[src/rtl/shift_reg_univ.sv]
// Universal shift register with an autonomous serializer.
// Manual modes: hold, shift left, shift right, parallel load. A start request
// loads d and shifts it out on ser_out, one bit per enabled cycle.
// Ports:
//   clk, rst       clock, synchronous active-high reset
//   en             clock enable (done still clears while en is low)
//   mode[1:0]      00 hold, 01 shift left, 10 shift right, 11 load d
//   d[WIDTH-1:0]   parallel data for load and serialization
//   sl_in, sr_in   serial fill bits for left / right shifts
//   start          request a serialization of d (sampled while idle)
//   q              register contents
//   ser_out        q[WIDTH-1] if MSB_FIRST, else q[0]
//   busy, done     frame active / one-cycle end-of-frame pulse
module shift_reg_univ #(
  parameter int unsigned      WIDTH     = 8,
  parameter bit               MSB_FIRST = 1'b1,
  parameter logic [WIDTH-1:0] RST_VAL   = '0
) (
  input  logic             clk,
  input  logic             rst,
  input  logic             en,
  input  logic [1:0]       mode,
  input  logic [WIDTH-1:0] d,
  input  logic             sl_in,
  input  logic             sr_in,
  input  logic             start,
  output logic [WIDTH-1:0] q,
  output logic             ser_out,
  output logic             busy,
  output logic             done
);

  localparam int unsigned CNT_W = (WIDTH > 1) ? $clog2(WIDTH) : 1;

  localparam logic [1:0] MODE_HOLD  = 2'b00;
  localparam logic [1:0] MODE_LEFT  = 2'b01;
  localparam logic [1:0] MODE_RIGHT = 2'b10;
  localparam logic [1:0] MODE_LOAD  = 2'b11;

  logic [WIDTH-1:0] q_q, q_d;
  logic [CNT_W-1:0] cnt_q, cnt_d;
  logic             busy_q, busy_d;
  logic             done_q, done_d;
  logic [WIDTH-1:0] shl_c, shr_c;

  // Shifted candidates; shift operators keep WIDTH=1 legal (no empty slices).
  always_comb begin
    shl_c = (q_q << 1) | WIDTH'(sl_in);
    shr_c = (q_q >> 1) | (WIDTH'(sr_in) << (WIDTH - 1));
  end

  // Next-state: en gates everything except the done pulse, which always clears.
  always_comb begin
    q_d    = q_q;
    cnt_d  = cnt_q;
    busy_d = busy_q;
    done_d = 1'b0;
    if (en) begin
      if (busy_q) begin
        if (cnt_q != '0) begin
          q_d   = MSB_FIRST ? shl_c : shr_c;
          cnt_d = cnt_q - CNT_W'(1);
        end else begin
          busy_d = 1'b0;
          done_d = 1'b1;
        end
      end else if (start) begin
        q_d    = d;
        busy_d = 1'b1;
        cnt_d  = CNT_W'(WIDTH - 1);
      end else begin
        unique case (mode)
          MODE_HOLD:  q_d = q_q;
          MODE_LEFT:  q_d = shl_c;
          MODE_RIGHT: q_d = shr_c;
          MODE_LOAD:  q_d = d;
          default:    q_d = q_q;
        endcase
      end
    end
  end

  // State registers; reset aborts any frame without a done pulse.
  always_ff @(posedge clk) begin
    if (rst) begin
      q_q    <= RST_VAL;
      cnt_q  <= '0;
      busy_q <= 1'b0;
      done_q <= 1'b0;
    end else begin
      q_q    <= q_d;
      cnt_q  <= cnt_d;
      busy_q <= busy_d;
      done_q <= done_d;
    end
  end

  assign q       = q_q;
  assign ser_out = MSB_FIRST ? q_q[WIDTH-1] : q_q[0];
  assign busy    = busy_q;
  assign done    = done_q;

endmodule

[config.mk]
export PLATFORM = sky130hd
export DESIGN_NAME = shift_reg_univ
export DESIGN_NICKNAME = d
export VERILOG_FILES = /design/src/rtl/shift_reg_univ.sv
export SDC_FILE = /design/constraint.sdc
export NUM_CORES = 1
export LEC_CHECK = 0
export ABC_CLOCK_PERIOD_IN_PS = 2450
export BUFFER_PORTS_ARGS = -buffer_cell sky130_fd_sc_hd__buf_4
export CAP_MARGIN = 10
export CORE_MARGIN = 2
export CORE_UTILIZATION = 41
export CTS_CLUSTER_DIAMETER = 50
export DETAILED_ROUTE_END_ITERATION = 6
export GPL_TIMING_DRIVEN = 0
export PLACE_DENSITY_LB_ADDON = 0.15
export SLEW_MARGIN = 20
export SYNTH_ARGS = -nofsm -noshare
export SYNTH_HDL_FRONTEND = slang
export SYNTH_SLANG_ARGS = --single-unit
[constraint.sdc]
create_clock -name clk -period 2.45 [get_ports clk]
set_clock_uncertainty 0.1 [all_clocks]
set_input_delay 0.3675 -clock clk [delete_from_list [all_inputs] [get_ports clk]]
set_output_delay 0.3675 -clock clk [all_outputs]
set_load 0.02 [all_outputs]
==> impl_summary.log, run 1 <==
[metrics] count of flip-flops with a built-in enable after synthesis: 0
[metrics] count of antenna diodes in the layout: 0
[metrics] worst reg-to-reg path cell count: 3
[metrics] fill cell total of the finished layout: 168
[metrics] vias per inst: 6.07
[metrics] category of the worst setup path capture point: register
[metrics] area share of the largest cell type after synthesis: 36.1%
[metrics] Total Neg Setup Slack: 0 ns
[metrics] mapped cell area: 721 µm²
[metrics] sequential area share after synthesis: 36.1%
[metrics] Min-Delay Path Class: in -> reg
[metrics] growth of design area from synthesis to finish: 32.6%
[metrics] post-route antenna net violation count: 0
[metrics] warnings from Yosys: 0
[metrics] CTS Sinks: 13
[metrics] Synth area leaders: sky130_fd_sc_hd__dfxtp_1 (36%), sky130_fd_sc_hd__a211oi_2 (12%), sky130_fd_sc_hd__a222oi_1 (6.9%)
[metrics] number of primary I/O pins: 27
[metrics] number of library cell types mapped by synthesis: 30
[metrics] Mapped Nets: 93
[metrics] top fanout value on the critical path: 6
[metrics] required time at the worst-slack endpoint: 2.55 ns
[metrics] buffer levels on the longest clock path: 2
[metrics] fraction of registers with async set or reset after synthesis: 0%
[metrics] launch instance of the worst min-delay path: rst
[metrics] largest net degree at the start of global routing: 11
[metrics] worst reg2reg startpoint: busy
[metrics] DRC violation total after the first TritonRoute iteration: 25
[metrics] buffers added on ports: 25
[metrics] Pre-antenna DRT Iters: 4
[metrics] area used by multi-input combinational logic: 408 µm²
[metrics] leading area contributor after synthesis: sky130_fd_sc_hd__dfxtp_1
[metrics] critical path arrival: 1.98 ns
[metrics] Avg Inst Size Synth: 9.61 µm²
[metrics] Post-CTS Setup Inserts: 0
[metrics] CP Class: reg -> reg
[metrics] layout net count: 123
[metrics] most common library cells after synthesis: sky130_fd_sc_hd__dfxtp_1 (13), sky130_fd_sc_hd__nor2_1 (12), sky130_fd_sc_hd__a211oi_2 (7), sky130_fd_sc_hd__a222oi_1 (5)
[metrics] share of the clock period used by the worst path after layout: 77.0%
[metrics] worst hold-check slack: 0.174 ns
[metrics] IR Drop Worst-Case VDD: 0.000336 V
[metrics] Detailed Place HPWL: 1310 µm
[metrics] detailed-route via count: 734
[metrics] Die Width: 45.9 µm
[metrics] via count of the first global-routing pass: 634
[metrics] final estimated routing congestion in global placement: 0.716
[metrics] max capacitance violation total: 0
[metrics] worst hold path endpoint: q[7]
[metrics] Fin. Hold Viols: 0
[metrics] worst relative slew slack: 36.9%
[metrics] Final Routed Wirelength: 1710 µm
[metrics] Worst Setup Slack post-DPL: 0.482 ns
[metrics] number of synthesized register bits: 13
[metrics] Max Fclk: 530 MHz
[metrics] final-report max-slew violation count: 0
[metrics] final setup violation count: 0
[metrics] clock transition time at the flip-flop clock pins of the worst setup and hold paths: 0.08 ns
[metrics] clock latency at the later pin of the worst-skew pair: 0.28 ns
[metrics] cell at the root of the clock tree: sky130_fd_sc_hd__clkbuf_4
[metrics] floorplan die area: 2110 µm²
[metrics] dominant cell by count in the synthesized netlist: sky130_fd_sc_hd__dfxtp_1
[metrics] Reg-to-Reg End: q[2]
[metrics] num rows: 15
[metrics] Hold Buf Count CTS: 0
[metrics] leakage power total: 0.405 nW
[metrics] initial standard-cell utilization of the core: 42.7%
[metrics] Power per Cell Area: 585 nW/µm²
[metrics] wire length per cell: 14.1 µm
[metrics] global route total overflow: 0
[metrics] run status: finished clean
[metrics] wire length of the first global-routing pass: 2640 µm
[metrics] RSZ-0062 raised after global routing: false
[metrics] worst hold path stage count: 2
[metrics] Syn Inst Count: 75
[metrics] R2R Setup Slk: 0.56 ns
[metrics] sum of internal, switching and leakage power: 0.559 mW
[metrics] H-Tree Level Count: 1
[metrics] transition time at the pin with the least slew margin: 0.933 ns
[metrics] setup slack after layout: 0.564 ns
[metrics] area of all sequential standard cells: 260 µm²
[metrics] time the worst path needs with I/O delays and setup: 1.89 ns
[metrics] Remaining DRCs: 0
[metrics] Die H: 45.9 µm
[metrics] commonest register cell after synthesis: sky130_fd_sc_hd__dfxtp_1
[metrics] kind of launch point of the worst setup path: register
[metrics] GR Util All Layers: 17.9%
[metrics] core area: 1690 µm²
[metrics] number of cells upsized or downsized after cts: 0
[metrics] CTS Buf Count: 3
[metrics] TritonCTS clock tree: done
[metrics] share of post-route cells with drive strength above 1: 37.5%
[metrics] initial antenna violation count: 0
==> cell type report <==
type / instances / area share (%)
Multi-Input combinational cell: 53 / 42.7
Buffer: 6 / 4.32
Clock buffer: 4 / 2.75
Inverter: 3 / 1.18
Tap cell: 17 / 2.23
Sequential cell: 13 / 27.2
Timing Repair Buffer: 25 / 19.6
==> stage by stage <==
step | instance area, µm² | util (%) | std cells
2_1_floorplan | 721 | - | 75
3_3_place_gp | 930 | 55.0 | 117
3_5_place_dp | 930 | 55.0 | 117
4_1_cts | 956 | 56.6 | 121
5_1_grt | 956 | 56.6 | 121
6_report | 956 | 56.6 | 121
==> routing by layer <==
| layer | global-route usage (%) | vias to the layer above | wire, µm |
|---|---|---|---|
| met5 | 0 | - | 0 |
| met3 | 5.95 | 2 | 127 |
| li1 | - | 351 | - |
| met1 | 20.0 | 352 | 725 |
| met2 | 30.8 | 29 | 845 |
| met4 | 6.86 | 0 | 13 |
==> report_power, final <==
part / internal, mW / switching [mW]
Clock: 0.0632 / 0.0714
Combinational: 0.0836 / 0.0919
Sequential: 0.231 / 0.0181
==> registers in the layout, summed over array words and instances, names as in the netlist <==
register / flops
q: 8
cnt_q: 3
busy: 1
done: 1
==> layout by cell type (no fill, tap or decap), types with 2 or more instances in the layout <==
master	Yosys	final
sky130_fd_sc_hd__a211oi_2	7	7
sky130_fd_sc_hd__a222oi_1	5	5
sky130_fd_sc_hd__a2bb2oi_1	3	3
sky130_fd_sc_hd__a311oi_1	2	2
sky130_fd_sc_hd__a32oi_1	2	2
sky130_fd_sc_hd__buf_4	1	26
sky130_fd_sc_hd__buf_6	2	2
sky130_fd_sc_hd__clkbuf_1	2	3
sky130_fd_sc_hd__clkbuf_4	0	3
sky130_fd_sc_hd__dfxtp_1	13	13
sky130_fd_sc_hd__ha_1	2	2
sky130_fd_sc_hd__inv_1	3	3
sky130_fd_sc_hd__nand2_1	2	2
sky130_fd_sc_hd__nand3b_1	2	2
sky130_fd_sc_hd__nor2_1	12	12
sky130_fd_sc_hd__o21ai_0	2	2
==> critical path, cell delays in order (launching register included) <==
cell                       delay, ns
sky130_fd_sc_hd__dfxtp_1        0.36
sky130_fd_sc_hd__nor4b_1        0.84
sky130_fd_sc_hd__a222oi_1       0.24
sky130_fd_sc_hd__a211oi_2       0.26
==> kinds of logic after synthesis <==
| group | count (synthesis) | share of synthesized area [%] |
|---|---|---|
| compound gates | 28 | 37.5 |
| simple gates | 23 | 15.6 |
| flops | 13 | 36.1 |
| buf+inv | 9 | 7.29 |
| fa+ha+maj | 2 | 3.47 |
==> how the worst max path moves through the flow <==
stage          startpoint  endpoint  slack [ns]  depth (start not counted)
2_1_floorplan        busy      q[6]        0.70                          6
3_3_place_gp        start      q[2]        0.45                          4
3_5_place_dp        start      q[5]        0.48                          4
4_1_cts              busy      q[2]        0.58                          3
5_1_grt              busy      q[2]        0.45                          3
6_report             busy      q[2]        0.56                          3
Note: power is estimated with default switching activity, not from simulation.
==> run 2: changes to the inputs <==
--- a/config.mk
+++ b/config.mk
@@ -5,7 +5,7 @@
 export SDC_FILE = /design/constraint.sdc
 export NUM_CORES = 1
 export LEC_CHECK = 0
-export ABC_CLOCK_PERIOD_IN_PS = 2450
+export ABC_CLOCK_PERIOD_IN_PS = 1760
 export BUFFER_PORTS_ARGS = -buffer_cell sky130_fd_sc_hd__buf_4
 export CAP_MARGIN = 10
 export CORE_MARGIN = 2
==> constraint.sdc (replaced) <==
create_clock -name clk -period 1.76 [get_ports clk]
set_clock_uncertainty 0.1 [all_clocks]
set_input_delay 0.264 -clock clk [delete_from_list [all_inputs] [get_ports clk]]
set_output_delay 0.264 -clock clk [all_outputs]
set_load 0.02 [all_outputs]
==> run 2 against run 1 <==
Maximum frequency is 9.5% higher. Flip-flop and latch count stayed put. Non-clock buffer count is 2 higher. Clock power is 42% higher. Critical endpoint is now q[7]. Largest power group unchanged.
==> impl_summary.log, run 2 (same netlist as run 1, synthesis figures left out) <==
[metrics] CP Class: reg -> reg
[metrics] worst relative slew slack: 58.1%
[metrics] share of the clock period used by the worst path after layout: 97.9%
[metrics] IR Drop Worst-Case VDD: 0.000452 V
[metrics] wire length of the first global-routing pass: 2680 µm
[metrics] via count of the first global-routing pass: 638
[metrics] required time at the worst-slack endpoint: 1.86 ns
[metrics] largest net degree at the start of global routing: 11
[metrics] most common library cell in the layout ignoring fill and taps: sky130_fd_sc_hd__buf_4
[metrics] Die Width: 45.9 µm
[metrics] Largest delay share family, worst path: simple AND/OR/NAND/NOR gates
[metrics] post-route antenna net violation count: 0
[metrics] final-report max-slew violation count: 0
[metrics] CTS Sinks: 13
[metrics] highest-count cells in the layout ignoring fill and taps: sky130_fd_sc_hd__buf_4 (27), sky130_fd_sc_hd__dfxtp_1 (12), sky130_fd_sc_hd__nor2_1 (10), sky130_fd_sc_hd__a211oi_2 (7), sky130_fd_sc_hd__a222oi_1 (5)
[metrics] fill cell total of the finished layout: 160
[metrics] DRC violation total after the first TritonRoute iteration: 38
[metrics] cell at the root of the clock tree: sky130_fd_sc_hd__clkbuf_4
[metrics] Hold Buf Count CTS: 0
[metrics] clock latency at the later pin of the worst-skew pair: 0.28 ns
[metrics] floorplan die area: 2110 µm²
[metrics] R2R Setup Slk: 0.04 ns
[metrics] Min-Delay Path Class: in -> reg
[metrics] final setup violation count: 0
[metrics] Final Routed Wirelength: 1810 µm
[metrics] worst hold path endpoint: q[7]
[metrics] transition time at the pin with the least slew margin: 0.629 ns
[metrics] sum of internal, switching and leakage power: 0.810 mW
[metrics] Total Neg Setup Slack: 0 ns
[metrics] max capacitance violation total: 0
[metrics] worst reg2reg startpoint: busy
[metrics] number of primary I/O pins: 27
[metrics] count of antenna diodes in the layout: 0
[metrics] layout net count: 125
[metrics] cell with the largest stage delay on the worst path: sky130_fd_sc_hd__or4_1
[metrics] top fanout value on the critical path: 8
[metrics] core area: 1690 µm²
[metrics] wire length per cell: 14.7 µm
[metrics] Fin. Hold Viols: 0
[metrics] H-Tree Level Count: 1
[metrics] final estimated routing congestion in global placement: 0.716
[metrics] num rows: 15
[metrics] growth of design area from synthesis to finish: 41.8%
[metrics] buffers added on ports: 25
[metrics] timing startpoint of the critical path: busy
[metrics] crit path cell chain: or4_1, and3_1, buf_6, buf_12, a311oi_2
[metrics] max FFs per register: 8
[metrics] launch instance of the worst min-delay path: rst
[metrics] Reg-to-Reg End: q[7]
[metrics] Pre-antenna DRT Iters: 5
[metrics] critical path arrival: 1.82 ns
[metrics] global route total overflow: 0
[metrics] run status: finished clean
[metrics] initial standard-cell utilization of the core: 42.7%
[metrics] Die H: 45.9 µm
[metrics] worst hold path stage count: 2
[metrics] initial antenna violation count: 0
[metrics] kind of launch point of the worst setup path: register
[metrics] detailed-route via count: 748
[metrics] Power per Cell Area: 792 nW/µm²
[metrics] buffer levels on the longest clock path: 2
[metrics] share of post-route cells with drive strength above 1: 44.3%
[metrics] vias per inst: 6.08
[metrics] GR Util All Layers: 18.1%
[metrics] RSZ-0062 raised after global routing: true
[metrics] worst reg-to-reg path cell count: 5
[metrics] leakage power total: 0.436 nW
[metrics] TritonCTS clock tree: done
[metrics] Detailed Place HPWL: 1310 µm
[metrics] buffers plus inverters on the worst setup path: 2
[metrics] CTS Buf Count: 3
[metrics] delay of the slowest critical-path stage: 0.50 ns
[metrics] Max Fclk: 581 MHz
[metrics] category of the worst setup path capture point: register
[metrics] time the worst path needs with I/O delays and setup: 1.72 ns
[metrics] clock transition time at the flip-flop clock pins of the worst setup and hold paths: 0.08 ns
[metrics] Remaining DRCs: 0
==> run 2: area by class of cell <==
class	instances	area (µm²)	area share (%)
sequential	13	264	25.8
multi-input combinational	53	428	41.9
clock buffer	4	26.3	2.57
inverter	3	11.3	1.10
timing repair buffer	27	220	21.5
buffer	6	51.3	5.02
tap	17	21.3	2.08
==> run 2: timing repair <==
action / in CTS / in global routing
buffers inserted: 0 / 1
gates resized for setup: 4 / 6
pin swaps: 0 / 4
setup endpoints to repair: 6 / 5
cloned: 0 / 1
==> run 2: power breakdown <==
group	total [mW]	internal (mW)	switching [mW]
clock	0.192	0.0881	0.104
sequential	0.348	0.321	0.0269
combinational	0.270	0.135	0.135
==> run 2: worst max path at each step <==
stage	cells after the start	slack (ns)	to
3_5_place_dp	4	-0.10	q[5]
2_1_floorplan	6	0.01	q[6]
5_1_grt	5	-0.02	q[7]
4_1_cts	6	0.003	q[0]
3_3_place_gp	4	-0.14	q[2]
6_report	5	0.04	q[7]
==> run 2: metrics by stage <==
stage / cells / util [%] / area [µm²] / hold WS [ns] / setup slack [ns]
after detailed placement: 117 / 55.0 / 930 / 0.364 / -0.105
after global placement: 117 / 55.0 / 930 / 0.365 / -0.139
final: 123 / 60.5 / 1020 / 0.0630 / 0.0376
after CTS: 121 / 57.3 / 967 / 0.0668 / 0.00309
after global routing: 123 / 60.5 / 1020 / 0.0596 / -0.0222
after floorplan: 75 / - / 721 / 0.232 / 0.0109
==> run 2: per-layer routing <==
layer	wire, µm	up-vias	global-route usage, %
met4	13	0	6.86
met1	753	358	20.7
met2	905	28	30.8
met3	140	2	5.95
met5	0	-	0
li1	-	360	-
